## src/rtl/regfile_wr_arbiter_if.sv

```systemverilog
// Writeback bus shared by the requesters and the regfile write-port arbiter.
// The master side (requesters and regfile) drives the requests and hold.
// The slave side (arbiter) returns the grants and the registered regfile write.
interface regfile_wr_arbiter_if #(
    parameter int NREQ = 3,
    parameter int DW   = 64,
    parameter int AW   = 5
);
    logic [NREQ-1:0]    req_valid;
    logic [NREQ-1:0]    req_ready;
    logic [NREQ*AW-1:0] req_addr;
    logic [NREQ*DW-1:0] req_data;
    logic               hold;
    logic               rf_we;
    logic [AW-1:0]      rf_waddr;
    logic [DW-1:0]      rf_wdata;
    logic [15:0]        x0_drop_cnt;

    modport master (
        output req_valid, req_addr, req_data, hold,
        input  req_ready, rf_we, rf_waddr, rf_wdata, x0_drop_cnt
    );

    modport slave (
        input  req_valid, req_addr, req_data, hold,
        output req_ready, rf_we, rf_waddr, rf_wdata, x0_drop_cnt
    );
endinterface

```

## src/rtl/regfile_wr_arbiter.sv

```systemverilog
// Round-robin arbiter for the single regfile write port.
// Each cycle it grants one valid writeback requester, starting the search at the
// round-robin pointer. The winning write is registered and presented to the regfile
// in the following cycle. Writes to x0 are never issued; instead they bump a
// saturating drop counter. The hold input freezes all grants, but a write that is
// already in the output register still issues.
module regfile_wr_arbiter #(
    parameter int NREQ = 3,
    parameter int DW   = 64,
    parameter int AW   = 5
) (
    input  logic                  clk,
    input  logic                  rst_n,
    regfile_wr_arbiter_if.slave   bus
);

    // The pointer keeps at least one bit so the single-requester build still elaborates.
    localparam int PW = (NREQ > 1) ? $clog2(NREQ) : 1;

    logic [PW-1:0]   rrPtr_q;
    logic [PW-1:0]   rrPtr_d;
    logic [NREQ-1:0] grant;
    logic [PW-1:0]   winner;
    logic            found;
    logic [AW-1:0]   selAddr;
    logic [DW-1:0]   selData;
    logic            transfer;
    logic            x0Hit;

    logic            rfWe_q;
    logic            rfWe_d;
    logic [AW-1:0]   rfWaddr_q;
    logic [AW-1:0]   rfWaddr_d;
    logic [DW-1:0]   rfWdata_q;
    logic [DW-1:0]   rfWdata_d;
    logic [15:0]     x0Cnt_q;
    logic [15:0]     x0Cnt_d;

    // Rotating priority search. Pass one covers indices at or above the pointer and
    // pass two wraps to the indices below it. The grant depends only on valid, the
    // pointer and hold, and is forced low during reset.
    always_comb begin
        grant   = '0;
        winner  = '0;
        found   = 1'b0;
        selAddr = '0;
        selData = '0;
        for (int i = 0; i < NREQ; i++) begin
            if (!found && (i >= int'(rrPtr_q)) && bus.req_valid[i]) begin
                grant[i] = 1'b1;
                winner   = PW'(i);
                selAddr  = bus.req_addr[i*AW +: AW];
                selData  = bus.req_data[i*DW +: DW];
                found    = 1'b1;
            end
        end
        for (int i = 0; i < NREQ; i++) begin
            if (!found && (i < int'(rrPtr_q)) && bus.req_valid[i]) begin
                grant[i] = 1'b1;
                winner   = PW'(i);
                selAddr  = bus.req_addr[i*AW +: AW];
                selData  = bus.req_data[i*DW +: DW];
                found    = 1'b1;
            end
        end
        if (bus.hold || !rst_n) begin
            grant = '0;
            found = 1'b0;
        end
    end

    assign bus.req_ready = grant;
    assign transfer      = found;
    assign x0Hit         = transfer && (selAddr == '0);

    // After a transfer, the pointer moves to the requester just past the winner.
    // Otherwise it stays put, and that includes cycles under hold.
    always_comb begin
        rrPtr_d = rrPtr_q;
        if (transfer) begin
            if (int'(winner) == NREQ - 1) begin
                rrPtr_d = '0;
            end else begin
                rrPtr_d = winner + PW'(1);
            end
        end
    end

    // Next value of the write stage. An accepted non-x0 write is loaded into the
    // output register. An accepted x0 write only counts, and the counter saturates.
    // When nothing is accepted, the address and data keep their last values.
    always_comb begin
        rfWe_d    = 1'b0;
        rfWaddr_d = rfWaddr_q;
        rfWdata_d = rfWdata_q;
        x0Cnt_d   = x0Cnt_q;
        if (transfer && !x0Hit) begin
            rfWe_d    = 1'b1;
            rfWaddr_d = selAddr;
            rfWdata_d = selData;
        end
        if (x0Hit && (x0Cnt_q != 16'hFFFF)) begin
            x0Cnt_d = x0Cnt_q + 16'd1;
        end
    end

    // State registers. Reset discards any write that was accepted but not yet driven.
    always_ff @(posedge clk or negedge rst_n) begin
        if (!rst_n) begin
            rrPtr_q   <= '0;
            rfWe_q    <= 1'b0;
            rfWaddr_q <= '0;
            rfWdata_q <= '0;
            x0Cnt_q   <= '0;
        end else begin
            rrPtr_q   <= rrPtr_d;
            rfWe_q    <= rfWe_d;
            rfWaddr_q <= rfWaddr_d;
            rfWdata_q <= rfWdata_d;
            x0Cnt_q   <= x0Cnt_d;
        end
    end

    assign bus.rf_we       = rfWe_q;
    assign bus.rf_waddr    = rfWaddr_q;
    assign bus.rf_wdata    = rfWdata_q;
    assign bus.x0_drop_cnt = x0Cnt_q;

endmodule

```

## src/flat_wrapper.sv

```systemverilog
// flat-port wrapper written by rule: the top's interface ports become plain ports
module regfile_wr_arbiter_flat 
#(
    parameter int NREQ = 3,
    parameter int DW   = 64,
    parameter int AW   = 5
)
  (clk, rst_n, bus_req_valid, bus_req_addr, bus_req_data, bus_hold, bus_req_ready, bus_rf_we, bus_rf_waddr, bus_rf_wdata, bus_x0_drop_cnt);
  regfile_wr_arbiter_if #(.NREQ(NREQ), .DW(DW), .AW(AW)) bus_i ();
  input  logic clk;
  input  logic rst_n;
  input wire logic [$bits(bus_i.req_valid)-1:0] bus_req_valid;
  input wire logic [$bits(bus_i.req_addr)-1:0] bus_req_addr;
  input wire logic [$bits(bus_i.req_data)-1:0] bus_req_data;
  input wire logic [$bits(bus_i.hold)-1:0] bus_hold;
  output wire logic [$bits(bus_i.req_ready)-1:0] bus_req_ready;
  output wire logic [$bits(bus_i.rf_we)-1:0] bus_rf_we;
  output wire logic [$bits(bus_i.rf_waddr)-1:0] bus_rf_waddr;
  output wire logic [$bits(bus_i.rf_wdata)-1:0] bus_rf_wdata;
  output wire logic [$bits(bus_i.x0_drop_cnt)-1:0] bus_x0_drop_cnt;
  assign bus_i.req_valid = bus_req_valid;
  assign bus_i.req_addr = bus_req_addr;
  assign bus_i.req_data = bus_req_data;
  assign bus_i.hold = bus_hold;
  assign bus_req_ready = bus_i.req_ready;
  assign bus_rf_we = bus_i.rf_we;
  assign bus_rf_waddr = bus_i.rf_waddr;
  assign bus_rf_wdata = bus_i.rf_wdata;
  assign bus_x0_drop_cnt = bus_i.x0_drop_cnt;
  regfile_wr_arbiter #(.NREQ(NREQ), .DW(DW), .AW(AW)) u_core (.clk(clk), .rst_n(rst_n), .bus(bus_i));
endmodule
```

## config.mk

```make
export PLATFORM = sky130hd
export DESIGN_NAME = regfile_wr_arbiter_flat
export DESIGN_NICKNAME = d
export VERILOG_FILES = /design/src/rtl/regfile_wr_arbiter_if.sv /design/src/rtl/regfile_wr_arbiter.sv /design/src/flat_wrapper.sv
export SDC_FILE = /design/constraint.sdc
export NUM_CORES = 1
export LEC_CHECK = 0
export ABC_CLOCK_PERIOD_IN_PS = 4580
export BUFFER_PORTS_ARGS = -buffer_cell sky130_fd_sc_hd__buf_2
export CORE_MARGIN = 10
export CORE_UTILIZATION = 30
export CTS_CLUSTER_DIAMETER = 40
export CTS_CLUSTER_SIZE = 8
export DETAILED_ROUTE_END_ITERATION = 12
export SLEW_MARGIN = 20
export SYNTH_ARGS = -nofsm -noshare
export SYNTH_HDL_FRONTEND = slang
export SYNTH_SLANG_ARGS = --single-unit
```

## constraint.sdc

```tcl
create_clock -name clk -period 4.58 [get_ports clk]
set_input_delay 0.458 -clock clk [delete_from_list [all_inputs] [get_ports clk]]
set_output_delay 0.458 -clock clk [all_outputs]
set_load 0.02 [all_outputs]
```

==> impl_results.md, run 1 <==
- Outcome: complete, no violations
- Gpl congestion: 0.823
- Syn Nets: 670
- Pwr per Cell Area: 471 mW/mm^2
- Top cell type by total area after synthesis: dfrtp_1
- Post-synthesis adder-cell area fraction: 0.259%
- Initial core utilization: 30.5%
- Simple-gate area share of the yosys netlist: 8.73%
- Largest family of logic cells by synthesized area: compound AO/OA/AOI/OAI gates
- DRT iter0 DRCs: 499
- Tightest Pin Transition: 0.776 ns
- Routed wire per std cell: 18.5 microns
- Routed wire length: 17700 microns
- CP Launch Type: flop
- Crit path kind: reg2reg
- Die Area: 0.0216 sq mm
- Period minus WS final: 3.25 ns
- Pre-antenna DRT Iters: 10
- Clock-pin slew on the worst setup and hold paths: 0.07 ns
- Clock latency on the worst-skew pair: 0.34 ns
- Int Pwr: 1.95 mW
- Critical path required time: 4.84 ns
- Port Buf Inserts: 301
- Setup crit end kind: flop
- Synth Flop Type: dfrtp_1
- # setup viols final: 0
- Root Buffer: clkbuf_16
- Leak: 3.85 nW
- Synthesized area: 0.00483 sq mm
- Syn_area_per_cell: 10.6 sq um
- Final Hold Fails: 0
- Rel. slew slack: 46.9%
- Synth Area in Compound Gates: 19.3%
- CTS Buffer Depth: 2
- Setup Skew: 0.00939 ns
- TritonCTS clock tree: built
- Max Cap Viol: 0
- FF-to-FF path depth: 9
- Critical Path AT: 3.51 ns
- Yosys top cell area share: 45.6%
- Share of cells above drive strength 1: 44.7%
- Synth Instances: 456
- Die Y: 147 microns
- Most frequent cells in the layout: buf_2, dfrtp_1, inv_1, a222oi_1, mux2i_1
- Synth warnings: 0
- Sink Count: 88
- DP Wirelength: 13900 microns
- GRT overflow: 0
- Period utilization: 71.0%
- Postcts setup bufs: 0
- Min-Delay Path Class: in2async
- Antenna-violating nets left: 0
- DRC violations left: 0
- Number of synthesized flops with an enable pin: 0
- Peak VDD IR: 0.000185 V
- Net Switching: 1.25 mW
- Combinational share of power: 40.0%
- Resize count post-CTS: 0
- Vias per cell: 5.06
- Post-route cell area: 0.00680 sq mm
- Post-DP Area: 0.00648 sq mm
- Post-synthesis async set-or-reset flop share: 100%
- Register area share after synthesis: 45.6%
- DR vias: 4850
- Sequential power share: 36.0%
- CP Max Fanout: 38
- Sw Ratio: 39.1%
- FMAX: 308 MHz
- Fillers: 1539
- Ranking of synthesized cells by area: dfrtp_1, a222oi_1, mux2i_1
- Final hold slack: 0.0972 ns
- Unrepaired setup endpoints after global routing: no
- H-tree levels: 3
- Mux cell area share after synthesis: 13.9%
- Area grow syn2layout: 40.8%
- Diode count: 0
- Global-route wire length before repair: 27200 microns
- Die X-Extent: 147 microns
- Synth cell types: 43
- Initial antenna violation count: 0
- Xor/xnor cell area share of the yosys netlist: 2.36%
- Hold buffer count at CTS: 0
- Commonest non-fill, non-tap cell in the layout: buf_2
- Clock power share: 24.0%
- Pwr Total: 3.20 mW
- Io pins: 302
- Vias in the first global route: 5021
- CTS buffer count: 9
- Total track usage: 15.5%
- FF+latch count, synth: 88
- Core area: 0.0158 sq mm
- Setup_tns: 0 ns
- # rows: 46
- Largest net degree at the start of global routing: 66
- Layout net count: 951
- Max-slew violations: 0
==> critical path, stage by stage, from the launching register on <==
cell	delay, ns
dfrtp_1	0.67
a21oi_1	0.12
nor2_1	0.22
a211oi_4	0.05
buf_4	0.27
a222oi_1	0.48
and3_1	0.27
a21o_4	0.46
buf_12	0.33
mux2i_1	0.23
==> cell usage after synthesis, types with 7 or more instances <==
master	n
inv_1	70
buf_6	8
a222oi_1	67
nand2_1	13
xnor2_1	13
and3_1	10
clkbuf_1	23
mux2i_1	65
nand2b_1	7
nand4_1	8
dfrtp_1	88
nand3_1	11
nor2_1	11
==> routing by layer <==
metal / wire (microns) / vias to the layer above / global-route usage [%]
li1: - / 2290 / -
met1: 7150 / 2310 / 18.3
met2: 8870 / 233 / 26.0
met3: 1500 / 17 / 5.50
met4: 227 / 0 / 4.15
met5: 0 / - / 0
==> flip-flops by register name (all words and copies together) (netlist names) <==
signal and flops:
u_core.bus.rf_waddr 5, u_core.bus.x0_drop_cnt 16, u_core.rrPtr_q 2, u_core.bus.rf_we 1
u_core.bus.rf_wdata 64
==> per-stage QoR <==
stage / instances / utilization [%] / worst slack (ns)
final: 958 / 42.9 / 1.33
after global routing: 958 / 42.9 / 1.02
after detailed placement: 942 / 40.9 / 1.22
after floorplan: 456 / - / 1.97
after global placement: 942 / 40.9 / 1.34
after CTS: 958 / 42.9 / 1.29
==> path summary, 6_finish.rpt <==
path / slack [ns] / end / startpoint
worst max-delay path: 1.33 / u_core.bus.rf_wdata[27] / u_core.rrPtr_q[1]
worst min-delay path: 0.1 / u_core.bus.rf_wdata[56] / rst_n
worst max register to register: 1.33 / u_core.bus.rf_wdata[27] / u_core.rrPtr_q[1]
worst min register to register: 0.49 / u_core.bus.rf_waddr[4] / u_core.bus.rf_waddr[4]
max in group asynchronous: 3.44 / u_core.bus.x0_drop_cnt[13] / rst_n
min in group clk: 0.40 / u_core.bus.rf_wdata[52] / bus_req_data[52]
==> power by group through the flow <==
stage          sequential (mW)  clock [mW]  combinational [mW]
6_report                  1.15       0.768                1.28
3_3_place_gp              1.16           0                1.29
4_1_cts                   1.15       0.796                1.31
3_5_place_dp              1.16           0                1.31
5_1_grt                   1.19       0.830                1.40
2_1_floorplan             1.45           0               0.495
==> layout make-up <==
type,instances,area [sq um],area share (%)
Multi-Input combinational cell,260,2170,32.0
Clock buffer,11,253,3.72
Timing Repair Buffer,308,1570,23.2
Clock inverter,5,62.6,0.920
Tap cell,216,270,3.98
Sequential cell,88,2200,32.4
Inverter,70,263,3.87
==> logic make-up (layout without fill, tap and decap cells) <==
kind of cell,after synthesis,in the layout
buffers and inverters,108,394
multiplexers,67,67
adder cells (fa/ha/maj),1,1
AND/OR/NAND/NOR,77,77
flip-flops,88,88
AO/OA/AOI/OAI,102,102
XOR/XNOR,13,13
Power figures use the tool's default switching activity.
==> run 2: changes to the inputs <==
--- a/config.mk
+++ b/config.mk
@@ -5,7 +5,8 @@
 export SDC_FILE = /design/constraint.sdc
 export NUM_CORES = 1
 export LEC_CHECK = 0
-export ABC_CLOCK_PERIOD_IN_PS = 4580
+export ABC_AREA = 1
+export ABC_CLOCK_PERIOD_IN_PS = 2800
 export BUFFER_PORTS_ARGS = -buffer_cell sky130_fd_sc_hd__buf_2
 export CORE_MARGIN = 10
 export CORE_UTILIZATION = 30
==> constraint.sdc (replaced) <==
create_clock -name clk -period 2.8 [get_ports clk]
set_input_delay 0.28 -clock clk [delete_from_list [all_inputs] [get_ports clk]]
set_output_delay 0.28 -clock clk [all_outputs]
set_load 0.02 [all_outputs]
==> run 2 against run 1 <==
  * Clock skew is 0.0056 ns lower
  * Die area up 19%
  * Hold slack got worse by 0.020 ns
  * Register-to-register slack worse by 1.0 ns
  * Largest cell class is now multi-input gates
==> impl_results.md, run 2 <==
- Outcome: complete, no violations (unchanged)
- Slowest Stage Delay on Critical Path: 0.43 ns (was 0.67 ns)
- Xor/xnor cell area share of the yosys netlist: 1.63% (was 2.36%)
- Postcts setup bufs: 0 (unchanged)
- Min-Delay Path Class: in2async (unchanged)
- Leak: 4.23 nW (was 3.85 nW)
- Max-slew violations: 0 (unchanged)
- Post-DP Area: 0.00760 sq mm (was 0.00648 sq mm)
- Number of synthesized flops with an enable pin: 0 (unchanged)
- Unrepaired setup endpoints after global routing: no (unchanged)
- Post-route cell area: 0.00788 sq mm (was 0.00680 sq mm)
- Yosys top cell area share: 37.2% (was 45.6%)
- Worst Path Buf+Inv: 1 (was 2)
- Worst setup margin: 0.321 ns (was 1.33 ns)
- Resize count post-CTS: 0 (unchanged)
- Crit-path slowest cell: dfrtp_1 (unchanged)
- Sink Count: 88 (unchanged)
- Final instance count without filler cells: 1398 (was 958)
- Pre-antenna DRT Iters: 5 (was 10)
- Final Hold Fails: 0 (unchanged)
- Most frequent cells after synthesis: nand2_1, nand3_1, dfrtp_1 (was dfrtp_1, inv_1, a222oi_1)
- Pwr per Cell Area: 879 mW/mm^2 (was 471 mW/mm^2)
- Most frequent cells in the layout: nand2_1, buf_2, nand3_1, dfrtp_1, o21ai_0 (was buf_2, dfrtp_1, inv_1, a222oi_1, mux2i_1)
- Share of cells above drive strength 1: 32.5% (was 44.7%)
- Vias per cell: 4.91 (was 5.06)
- Port Buf Inserts: 301 (unchanged)
- Routed wire length: 23500 microns (was 17700 microns)
- Initial antenna violation count: 0 (unchanged)
- Largest net degree at the start of global routing: 66 (unchanged)
- DP Wirelength: 17600 microns (was 13900 microns)
- CTS Buffer Depth: 2 (unchanged)
- DRC violations left: 0 (unchanged)
- Post-synthesis adder-cell area fraction: 0.211% (was 0.259%)
- Clock latency on the worst-skew pair: 0.34 ns (about the same)
- Setup crit end kind: flop (unchanged)
- Vias in the first global route: 6678 (was 5021)
- Die Y: 160 microns (was 147 microns)
- CTS buffer count: 9 (unchanged)
- GRT overflow: 0 (unchanged)
- Area grow syn2layout: 33.2% (was 40.8%)
- Pwr Total: 6.93 mW (was 3.20 mW)
- Synthesized area: 0.00592 sq mm (was 0.00483 sq mm)
- Final hold slack: 0.0767 ns (was 0.0972 ns)
- Peak VDD IR: 0.000412 V (was 0.000185 V)
- Final core occ: 40.5% (was 42.9%)
- Antenna-violating nets left: 0 (unchanged)
- Initial core utilization: 30.4% (was 30.5%)
- Synth cell types: 31 (was 43)
- # rows: 51 (was 46)
- Synth Area in Compound Gates: 14.9% (was 19.3%)
- Commonest non-fill, non-tap cell in the layout: nand2_1 (was buf_2)
- Placement Setup Slack: 0.351 ns (was 1.22 ns)
- Tightest Pin Transition: 0.718 ns (was 0.776 ns)
- Ranking of synthesized cells by area: dfrtp_1, nand2_1, nand3_1 (was dfrtp_1, a222oi_1, mux2i_1)
- Period utilization: 88.5% (was 71.0%)
- Syn Nets: 1075 (was 670)
- Crit-path leading delay family: simple AND/OR/NAND/NOR gates (was compound AO/OA/AOI/OAI gates)
- Crit path cell chain: nor2_2 > nand2_4 > nand3_4 > nor2_1 > nor2_1 > nand3_1 > nor2_1 > nand2_1 > nor2_4 > nand2_2 > nand2_2 > buf_4 > nand2_1 > nand2_1 (was a21oi_1 > nor2_1 > a211oi_4 > buf_4 > a222oi_1 > and3_1 > a21o_4 > buf_12 > mux2i_1)
- H-tree levels: 3 (unchanged)
- FMAX: 403 MHz (was 308 MHz)
- Core area: 0.0195 sq mm (was 0.0158 sq mm)
- Post-synthesis async set-or-reset flop share: 100% (unchanged)
- CP Max Fanout: 41 (was 38)
- Dpl cells: 1382 (was 942)
- DR vias: 6859 (was 4850)
- Max reg flops: 64 (unchanged)
- DRT iter0 DRCs: 620 (was 499)
- Syn_area_per_cell: 6.87 sq um (was 10.6 sq um)
- FF+latch count, synth: 88 (unchanged)
- Synth warnings: 0 (unchanged)
- Simple-gate area share of the yosys netlist: 38.2% (was 8.73%)
- Layout net count: 1342 (was 951)
- Synth Flop Type: dfrtp_1 (unchanged)
- Critical Path AT: 2.76 ns (was 3.51 ns)
- Setup_tns: 0 ns (unchanged)
- Mux cell area share after synthesis: 0% (was 13.9%)
- Routed wire per std cell: 16.8 microns (was 18.5 microns)
- Die X-Extent: 160 microns (was 147 microns)
- Root Buffer: clkbuf_16 (unchanged)
- # setup viols final: 0 (unchanged)
- Hold buffer count at CTS: 0 (unchanged)
- Register area share after synthesis: 37.2% (was 45.6%)
- Diode count: 0 (unchanged)
- TritonCTS clock tree: built (unchanged)
- Rel. slew slack: 52.2% (was 46.9%)
- Crit path kind: reg2reg (unchanged)
- Critical path required time: 3.08 ns (was 4.84 ns)
- Period minus WS final: 2.48 ns (was 3.25 ns)
- Max Cap Viol: 0 (unchanged)
- CP Launch Type: flop (unchanged)
- Die Area: 0.0257 sq mm (was 0.0216 sq mm)
- Most frequent cell after synthesis: nand2_1 (was dfrtp_1)
- Synth Instances: 861 (was 456)
- Largest family of logic cells by synthesized area: simple AND/OR/NAND/NOR gates (was compound AO/OA/AOI/OAI gates)
- Top cell type by total area after synthesis: dfrtp_1 (unchanged)
- Total track usage: 17.3% (was 15.5%)
- Setup Skew: 0.00375 ns (was 0.00939 ns)
- Clock-pin slew on the worst setup and hold paths: 0.07 ns (about the same)
- Global-route wire length before repair: 36800 microns (was 27200 microns)
- Io pins: 302 (unchanged)
- Gpl congestion: 0.905 (was 0.823)
==> run 2: area by class of cell <==
| cell class | count | area [sq um] |
|---|---|---|
| Timing Repair Buffer | 318 | 1660 |
| Multi-Input combinational cell | 674 | 3260 |
| Fill cell | 2047 | 11600 |
| Sequential cell | 88 | 2200 |
| Clock inverter | 6 | 42.5 |
| Clock buffer | 10 | 239 |
| Inverter | 37 | 140 |
| Tap cell | 265 | 332 |
==> run 2: power breakdown <==
part	total [mW]	switching [mW]	leakage (nW)	internal [mW]
registers	2.06	0.282	1.14	1.78
clock network	1.14	0.516	0.135	0.627
logic	3.72	2.52	2.96	1.20
total	6.93	3.32	4.23	3.61
==> run 2: path summary, 6_finish.rpt <==
kind | from | depth (start not counted) | slack (ns) | end
min in group clk | bus_req_data[88] | 5 | 0.27 | u_core.bus.rf_wdata[24]
max reg2reg | u_core.rrPtr_q[1] | 14 | 0.32 | u_core.bus.rf_wdata[22]
min reg2reg | u_core.bus.rf_wdata[3] | 2 | 0.46 | u_core.bus.rf_wdata[3]
min | rst_n | 2 | 0.08 | u_core.bus.rf_wdata[28]
max in group asynchronous | rst_n | 3 | 1.66 | u_core.bus.rf_wdata[20]
max | u_core.rrPtr_q[1] | 14 | 0.32 | u_core.bus.rf_wdata[22]
==> run 2: worst register-to-register path, stage by stage (launching register included) <==
cell	delay [ns]
dfrtp_1	0.43
nor2_2	0.18
nand2_4	0.13
nand3_4	0.23
nor2_1	0.07
nor2_1	0.09
nand3_1	0.08
nor2_1	0.19
nand2_1	0.13
nor2_4	0.14
nand2_2	0.09
nand2_2	0.07
buf_4	0.40
nand2_1	0.14
nand2_1	0.07
==> run 2: logic make-up after synthesis <==
logic type	count (synthesis)
compound gates	155
xor+xnor	11
fa+ha+maj	1
buf+inv	99
flops	88
simple gates	507
==> run 2: metal layers <==
metal / part of all wire, % / GRT usage (%)
met1: 42 / 21.1
met2: 49 / 29.3
met3: 7.6 / 5.27
met4: 1.5 / 3.88
met5: 0 / 0
==> run 3: changes to the inputs <==
--- a/config.mk
+++ b/config.mk
@@ -7,7 +7,7 @@
 export LEC_CHECK = 0
 export ABC_AREA = 1
 export ABC_CLOCK_PERIOD_IN_PS = 2800
-export BUFFER_PORTS_ARGS = -buffer_cell sky130_fd_sc_hd__buf_2
+export BUFFER_PORTS_ARGS = -buffer_cell sky130_fd_sc_hd__buf_4
 export CORE_MARGIN = 10
 export CORE_UTILIZATION = 30
 export CTS_CLUSTER_DIAMETER = 40
==> run 3 against run 2 <==
  * Clock power grew 18%
  * Combinational power grew 10%
  * Sequential power is essentially flat
  * Global-route usage grew 0.88 points
  * Critical path type unchanged
  * Highest routed layer unchanged
  * Critical endpoint is now u_core.bus.rf_wdata[41]
  * First-iteration DRC count shrank 9.8%
  * Wire length grew 6.0%
  * Core utilization grew 4.1 points
==> impl_results.md, run 3 (same netlist as run 2, synthesis figures left out) <==
- Pwr per Cell Area: 867 mW/mm^2 (was 879 mW/mm^2)
- Largest net degree at the start of global routing: 71 (was 66)
- Resize count post-CTS: 0 (unchanged)
- Setup crit end kind: flop (unchanged)
- FF-to-FF path depth: 14 (unchanged)
- Min-Delay Path Class: in2async (unchanged)
- Initial antenna violation count: 0 (unchanged)
- Pre-antenna DRT Iters: 5 (unchanged)
- # rows: 51 (unchanged)
- Diode count: 0 (unchanged)
- DP Wirelength: 18600 microns (was 17600 microns)
- DRT iter0 DRCs: 559 (was 620)
- # setup viols final: 0 (unchanged)
- Share of cells above drive strength 1: 32.4% (was 32.5%)
- Max reg flops: 64 (unchanged)
- CP Launch Type: flop (unchanged)
- CP Max Fanout: 70 (was 41)
- Antenna-violating nets left: 0 (unchanged)
- Unrepaired setup endpoints after global routing: no (unchanged)
- Final Hold Fails: 0 (unchanged)
- Routed wire per std cell: 17.8 microns (was 16.8 microns)
- CTS Buffer Depth: 2 (unchanged)
- DRC violations left: 0 (unchanged)
- RR Startpoint: u_core.rrPtr_q[1] (unchanged)
- Pwr Total: 7.53 mW (was 6.93 mW)
- Die X-Extent: 160 microns (unchanged)
- FF-to-FF End: u_core.bus.rf_wdata[41] (was u_core.bus.rf_wdata[22])
- Max-slew violations: 0 (unchanged)
- Setup_tns: 0 ns (unchanged)
- Max Cap Viol: 0 (unchanged)
- Setup Skew: 0.0131 ns (was 0.00375 ns)
- Post-DP Area: 0.00834 sq mm (was 0.00760 sq mm)
- Period minus WS final: 2.43 ns (was 2.48 ns)
- Outcome: complete, no violations (unchanged)
- GR Util met3: 3.81% (was 5.27%)
- Critical Path AT: 2.70 ns (was 2.76 ns)
- Root Buffer: clkbuf_16 (unchanged)
- CTS buffer count: 9 (unchanged)
- Met2 global-route usage: 31.0% (was 29.3%)
- Clock-pin slew on the worst setup and hold paths: 0.07 ns (about the same)
- Initial core utilization: 30.4% (unchanged)
- Port Buf Inserts: 301 (unchanged)
- Rel. slew slack: 52.6% (was 52.2%)
- Global-route wire length before repair: 38100 microns (was 36800 microns)
- Die Y: 160 microns (unchanged)
- Most frequent cells in the layout: nand2_1, buf_4, nand3_1, dfrtp_1, o21ai_0 (was nand2_1, buf_2, nand3_1, dfrtp_1, o21ai_0)
- GRT overflow: 0 (unchanged)
- Vias per cell: 4.98 (was 4.91)
- DR vias: 6967 (was 6859)
- Worst reg2reg setup slack: 0.37 ns (was 0.32 ns)
- Critical path required time: 3.07 ns (was 3.08 ns)
- Layout net count: 1342 (unchanged)
- Gpl congestion: 0.898 (was 0.905)
- Io pins: 302 (unchanged)
- TritonCTS clock tree: built (unchanged)
- Routed wire length: 24900 microns (was 23500 microns)
- Grt peak-use layer: met2 (unchanged)
- H-tree levels: 3 (unchanged)
- Crit path kind: reg2reg (unchanged)
- Commonest non-fill, non-tap cell in the layout: nand2_1 (unchanged)
- GRT met1 Usage: 22.8% (was 21.1%)
- Peak VDD IR: 0.000433 V (was 0.000412 V)
- Clock latency on the worst-skew pair: 0.34 ns (about the same)
- Area grow syn2layout: 46.7% (was 33.2%)
- Die Area: 0.0257 sq mm (unchanged)
- Core area: 0.0195 sq mm (unchanged)
- FMAX: 412 MHz (was 403 MHz)
- Sink Count: 88 (unchanged)
- Vias in the first global route: 6753 (was 6678)
- Period utilization: 86.7% (was 88.5%)
- Tightest Pin Transition: 0.711 ns (was 0.718 ns)
- Total track usage: 18.2% (was 17.3%)
- Post-route cell area: 0.00868 sq mm (was 0.00788 sq mm)
- Leak: 4.47 nW (was 4.23 nW)
run 3: changes by cell type in the layout (fill, tap and decap cells not counted), sizes merged:
cell,previous run,this run
bufinv,0,2
clkbuf,10,12
clkinv,4,2
clkinvlp,2,1
inv,37,36
run 3: where the power goes:
group | internal [mW] | switching, mW
registers | 1.78 | 0.305
clock network | 0.833 | 0.502
logic | 1.55 | 2.55
total | 4.17 | 3.36
run 3: final cells by class:
cell class | count | area (sq um)
clock inverters | 4 | 76.3
inverters | 37 | 140
clock buffers | 12 | 256
fillers | 2070 | 10800
repair buffers | 318 | 2410
flip-flops and latches | 88 | 2200
multi-input cells | 674 | 3260
well taps | 265 | 332
run 3: stage by stage:
step                instances  util, %  hold slack (ns)  worst slack, ns
CTS                      1397     44.6           0.0859            0.189
global placement         1381     42.9            0.455            0.322
detailed placement       1381     42.9            0.459            0.217
finish                   1398     44.6           0.0671            0.372
floorplan                 861        -          -0.0156            0.814
global route             1398     44.6            0.118           0.0133
run 3: metal layers:
metal | vias up | part of all wire, %
met1 | 3259 | 43
met2 | 264 | 49
met5 | - | 0
met3 | 25 | 6.7
met4 | 0 | 1.6
li1 | 3419 | -
run 3: worst max-delay path by stage:
stage,start,to,cells after the start
floorplan,u_core.bus.x0_drop_cnt[0],u_core.bus.x0_drop_cnt[5],8
global placement,u_core.rrPtr_q[0],u_core.bus.x0_drop_cnt[7],12
detailed placement,u_core.rrPtr_q[1],u_core.bus.x0_drop_cnt[1],12
CTS,u_core.rrPtr_q[1],u_core.bus.x0_drop_cnt[1],12
global route,u_core.rrPtr_q[1],u_core.bus.rf_wdata[44],14
finish,u_core.rrPtr_q[1],u_core.bus.rf_wdata[41],14
run 3: what timing repair did:
action,CTS,global route
setup endpoints to repair,0,13
buffers inserted,0,1
hold buffers,0,0
run 3: critical path, cell delays in order (launching register included):
cell and delay (ns):
dfrtp_1 0.43, nor2_2 0.18, nand2_4 0.13, nand3_4 0.26, nor2_1 0.07, nor2_1 0.09, nand3_1 0.08, nor2_1 0.17
nand2_1 0.12, nor2_4 0.15, nand2_2 0.09, nand2_2 0.08, buf_12 0.28, nand2_1 0.08, nand2_1 0.08
